<file path="src/rtl/nist_block_gen.sv">
// nist_block_gen: serial test-bit generator emitting N_BLK 16-bit blocks, each with exactly k ones
module nist_block_gen #(
    parameter int          N_BLK    = 8,
    parameter logic [15:0] RST_SEED = 16'hACE1
) (
    input  logic        clk,
    input  logic        rstn,
    input  logic        start,
    input  logic        abort,
    input  logic [4:0]  ones_k,
    input  logic        seed_load,
    input  logic [15:0] seed,
    output logic        rnd_out,
    output logic        bit_valid,
    output logic        blk_first,
    output logic        busy,
    output logic        done
);
    localparam logic [0:0] IDLE = 1'b0;
    localparam logic [0:0] RUN  = 1'b1;
    logic [0:0]  state;
    logic [3:0]  pos;
    logic [4:0]  rem_ones;
    logic [4:0]  k_lat;
    logic [4:0]  k_in;
    logic [4:0]  k_nxt;
    logic [7:0]  blk_cnt;
    logic [15:0] lfsr;
    logic        run;
    logic        bit_now;
    logic        last_bit;
    logic        wrap;
    logic        fb;
    // Bit selection: out of ones gives 0, remaining slots all needed gives forced 1, else random
    always_comb begin
        run      = state == RUN;
        k_in     = ones_k > 5'd16 ? 5'd16 : ones_k;
        bit_now  = rem_ones == 5'd0 ? 1'b0 : rem_ones == 5'd16 - {1'b0, pos} ? 1'b1 : lfsr[0];
        last_bit = pos == 4'd15 && blk_cnt == 8'(N_BLK - 1);
        wrap     = run && pos == 4'd15 && !last_bit && !abort;
        k_nxt    = (!run && start) || wrap ? k_in : k_lat;
        fb       = lfsr[0] ^ lfsr[2] ^ lfsr[3] ^ lfsr[5];
    end
    assign rnd_out   = run & bit_now;
    assign bit_valid = run;
    assign blk_first = run & (pos == 4'd0);
    assign busy      = run;
    // FSM, block position/ones bookkeeping and LFSR update
    always_ff @(posedge clk) begin
        if (!rstn) begin
            state    <= IDLE;
            pos      <= 4'd0;
            rem_ones <= 5'd0;
            blk_cnt  <= 8'd0;
            k_lat    <= 5'd0;
            lfsr     <= RST_SEED;
            done     <= 1'b0;
        end else begin
            done  <= 1'b0;
            k_lat <= k_nxt;
            if (!run) begin
                if (start) begin
                    state    <= RUN;
                    pos      <= 4'd0;
                    blk_cnt  <= 8'd0;
                    rem_ones <= k_nxt;
                end else if (seed_load) begin
                    lfsr <= seed == 16'd0 ? RST_SEED : seed;
                end
            end else begin
                lfsr     <= {fb, lfsr[15:1]};
                pos      <= pos + 4'd1;
                rem_ones <= rem_ones - {4'd0, bit_now};
                if (abort) begin
                    state <= IDLE;
                end else if (last_bit) begin
                    state <= IDLE;
                    done  <= 1'b1;
                end else if (wrap) begin
                    rem_ones <= k_nxt;
                    blk_cnt  <= blk_cnt + 8'd1;
                end
            end
        end
    end
endmodule

</file>
<file path="config.mk">
export PLATFORM = sky130hd
export DESIGN_NAME = nist_block_gen
export DESIGN_NICKNAME = d
export VERILOG_FILES = /design/src/rtl/nist_block_gen.sv
export SDC_FILE = /design/constraint.sdc
export NUM_CORES = 1
export LEC_CHECK = 0
export BUFFER_PORTS_ARGS = -buffer_cell sky130_fd_sc_hd__buf_2
export CELL_PAD_IN_SITES_DETAIL_PLACEMENT = 1
export CELL_PAD_IN_SITES_GLOBAL_PLACEMENT = 1
export CORE_ASPECT_RATIO = 0.9
export CORE_MARGIN = 2
export CORE_UTILIZATION = 30
export CTS_CLUSTER_SIZE = 25
export DETAILED_ROUTE_END_ITERATION = 7
export GPL_ROUTABILITY_DRIVEN = 0
export PLACE_DENSITY_LB_ADDON = 0.1
export SETUP_SLACK_MARGIN = 0.5
export SLEW_MARGIN = 10
export SYNTH_ARGS = -nofsm -noshare
export SYNTH_HDL_FRONTEND = slang
export SYNTH_SLANG_ARGS = --single-unit
export TNS_END_PERCENT = 10
</file>
<file path="constraint.sdc">
create_clock -name clk -period 6.42 [get_ports clk]
set_input_delay 1.284 -clock clk [delete_from_list [all_inputs] [get_ports clk]]
set_output_delay 1.284 -clock clk [all_outputs]
set_load 0.005 [all_outputs]
</file>
==> impl_metrics.py <==
metrics = {
    "run_status": {
        "run_status": "completed",
    },
    "placed_design": {
        "port_buffers": 30,
        "numPlacedInstances": 341,
        "dp.final_hpwl_um": 3940,
        "dpl_worst_slack_ns": 3.48,
    },
    "timing": {
        "period_share": 0.502,
        "timing.final.setup_violations": 0,
        "worst_slew_margin_relative_to_its_limit": 0.587,
        "clock_skew_ns": 0.00917,
        "fmax_mhz": 310,
        "final_critical_path_setup_slack_ns": 3.20,
        "final_slew_viol_count": 0,
        "worst_slew_pin_slew_ns": 0.618,
        "hold_violation_total_from_the_final_report": 0,
        "hold_ws_ns": 0.482,
        "finalCriticalPeriod_ns": 3.22,
        "finalSetupTns_ns": 0,
        "rsz0062_at_grt": "no",
    },
    "finish": {
        "diodes": 0,
        "final-instance-count-excl-fill": 349,
        "layout_cells_sized_above_1": 0.179,
        "final_common_cell": "dfxtp_1",
        "most-common-layout-cells": "dfxtp_1 (35), nor2_1 (30), buf_2 (30), nand2_1 (21), o21ai_0 (11)",
        "layout.nets": 292,
        "layout-area-overhead-vs-synth_pct": 15.8,
    },
    "synth": {
        "synth-warning-count": 0,
        "syn-mean-instance-area_um2": 8.12,
        "synth.net_count": 267,
        "async_reset_ff_frac": 0,
        "synth.cell_area_um2": 1920,
        "synthCells": 236,
        "library_cells_used_by_synthesis": 45,
        "ys_ff_latch": 35,
        "synth_enable_flop_cells": 0,
        "ys_dominant_reg_cell": "dfxtp_1",
        "seq_total_area_yosys": 0.366,
    },
    "cts": {
        "cts-resized-gates": 0,
        "tritoncts.num_buffers": 5,
        "cts_hold_buffers": 0,
        "htree_num_levels": 2,
        "clock_slew_seen_by_the_registers_of_the_worst_setup_and_hold_paths_ns": 0.08,
        "post_cts.repair.setup_buffers": 0,
        "clock_root_buffer": "clkbuf_8",
        "cts_tree": "yes",
        "worst_skew_pair.late_latency_ns": 0.29,
        "cts.path.max_buffers": 2,
        "numClockSinks": 35,
    },
    "setup_path": {
        "cp_max_fo": 6,
        "crit_slowest_cell": "dfxtp_1",
        "worst_path_largest_cell_delay_ns": 0.44,
        "cp_cell_sequence": "inv_1 > ha_1 > xor2_1 > nor3_1 > o221a_2 > and2_1 > buf_2",
        "worst_ep_arrival_time_ns": 1.94,
        "critPathLaunchType": "flop",
        "worstPathRequired_ns": 5.14,
        "timing.critical_path.max_delay_family": "flip-flops",
        "criticalPathCategory": "flop to output port",
        "critPathBufInv": 2,
        "critPathCaptureType": "output port",
    },
    "power_and_ir_drop": {
        "sw_frac_of_total": 0.312,
        "vdd_drop_max_mv": 0.102,
        "p_per_area_nw_per_um2": 231,
        "seqPwrFrac": 0.483,
        "clock_power_share": 0.324,
        "leakage_nw": 0.866,
        "switchingPower_mw": 0.160,
        "power_mw": 0.512,
        "comb_power_share": 0.193,
        "p_int_mw": 0.352,
    },
    "hold_path": {
        "hold_path_class": "flop to flop",
    },
    "route": {
        "drt.antenna.violating_nets": 0,
        "post-route-drc-count": 0,
        "drt_first_pass_iters": 4,
        "avgViaCountPerCell": 4.91,
        "drt_wl_total_um": 5230,
        "route.detailed.wl_per_inst_um": 15.0,
        "total_via_count_after_detailed_routing": 1715,
        "drt_iter0_drc": 70,
    },
    "floorplan": {
        "coreArea_um2": 6150,
        "fp.dieH_um": 79.8,
        "initial_core_util": 0.312,
        "die_w_um": 88.2,
        "floorplan.die_area_um2": 7040,
        "ioPinCount": 31,
        "placement_rows": 27,
    },
    "global_routing": {
        "pin_count_of_the_biggest_net_entering_global_routing": 39,
        "grt_antenna_before_repair": 0,
        "grt_first_pass_wirelength_um": 8720,
        "grt_overflow_total": 0,
        "first_global_vias": 1741,
        "track_usage": 0.159,
    },
    "run": {
        "cap_viol_max_count": 0,
    },
}
-- routing by layer --
layer	routed length, um	share of wire	GRT usage	up-vias
met3	177	0.034	0.0352	2
met4	17	0.0033	0.0409	0
met1	2920	0.56	0.239	804
met5	0	0	0	-
met2	2110	0.40	0.228	25
li1	-	-	-	884
-- through the flow --
| stage | utilization | area (um2) |
|---|---|---|
| after floorplan | - | 1920 |
| after global placement | 0.346 | 2130 |
| after detailed placement | 0.346 | 2130 |
| after CTS | 0.361 | 2220 |
| after global routing | 0.361 | 2220 |
| final | 0.361 | 2220 |
-- cell families after synthesis --
kind of cell | Yosys count | share of synthesized area
compound gates | 52 | 0.184
xor+xnor | 16 | 0.0732
fa+ha+maj | 5 | 0.0327
flops | 35 | 0.366
simple gates | 94 | 0.240
mux | 10 | 0.0529
buf+inv | 24 | 0.0510
-- sequential cells by signal, indices dropped and copies added, names as in the netlist --
register   flops
blk_cnt        8
done           1
rem_ones       5
lfsr          16
bit_valid      1
pos            4
-- final timing paths --
path,from,end,slack [ns],depth (start not counted)
hold reg to reg,blk_cnt[1],blk_cnt[1],0.48,2
setup reg to reg,pos[0],rem_ones[4],4.01,11
setup / recovery,pos[0],rnd_out,3.20,7
hold / removal,blk_cnt[1],blk_cnt[1],0.48,2
-- worst reg2reg max path, stage by stage (launching register included) --
cell     delay (ns)
dfxtp_1        0.44
inv_1          0.07
ha_1           0.32
xor2_1         0.15
nor3_1         0.20
o221a_2        0.23
ha_1           0.19
ha_1           0.23
nand2_1        0.09
xor2_1         0.13
nor2_1         0.06
o21a_1         0.19
-- area by class of cell --
type | count | area, um2
fillers | 775 | 3930
multi-input cells | 177 | 1120
flip-flops and latches | 35 | 701
repair buffers | 32 | 165
well taps | 87 | 109
clock buffers | 5 | 68.8
inverters | 10 | 37.5
clock inverters | 3 | 20.0
-- synthesized netlist by cell type, types with 4 or more instances --
master | instances | share of area
a21oi_1 | 10 | 0.026
and2_1 | 5 | 0.016
and3_1 | 6 | 0.020
clkbuf_1 | 10 | 0.020
dfxtp_1 | 35 | 0.37
ha_1 | 5 | 0.033
inv_1 | 10 | 0.020
mux2i_1 | 9 | 0.047
nand2_1 | 21 | 0.041
nand3_1 | 4 | 0.010
nand4_1 | 6 | 0.020
nor2_1 | 30 | 0.059
nor2b_1 | 4 | 0.013
nor3_1 | 5 | 0.013
nor4_1 | 5 | 0.016
o211ai_1 | 6 | 0.024
o21a_1 | 4 | 0.016
o21ai_0 | 11 | 0.029
o22ai_1 | 7 | 0.023
xnor2_1 | 6 | 0.027
xor2_1 | 10 | 0.046
-- power groups by stage --
stage	clock [mW]	sequential [mW]	combinational [mW]
2_1_floorplan	0	0.244	0.0734
3_3_place_gp	0	0.252	0.0981
3_5_place_dp	0	0.252	0.0994
4_1_cts	0.170	0.247	0.100
5_1_grt	0.180	0.250	0.113
6_report	0.166	0.247	0.0986
Note: power is estimated with default switching activity, not from simulation.
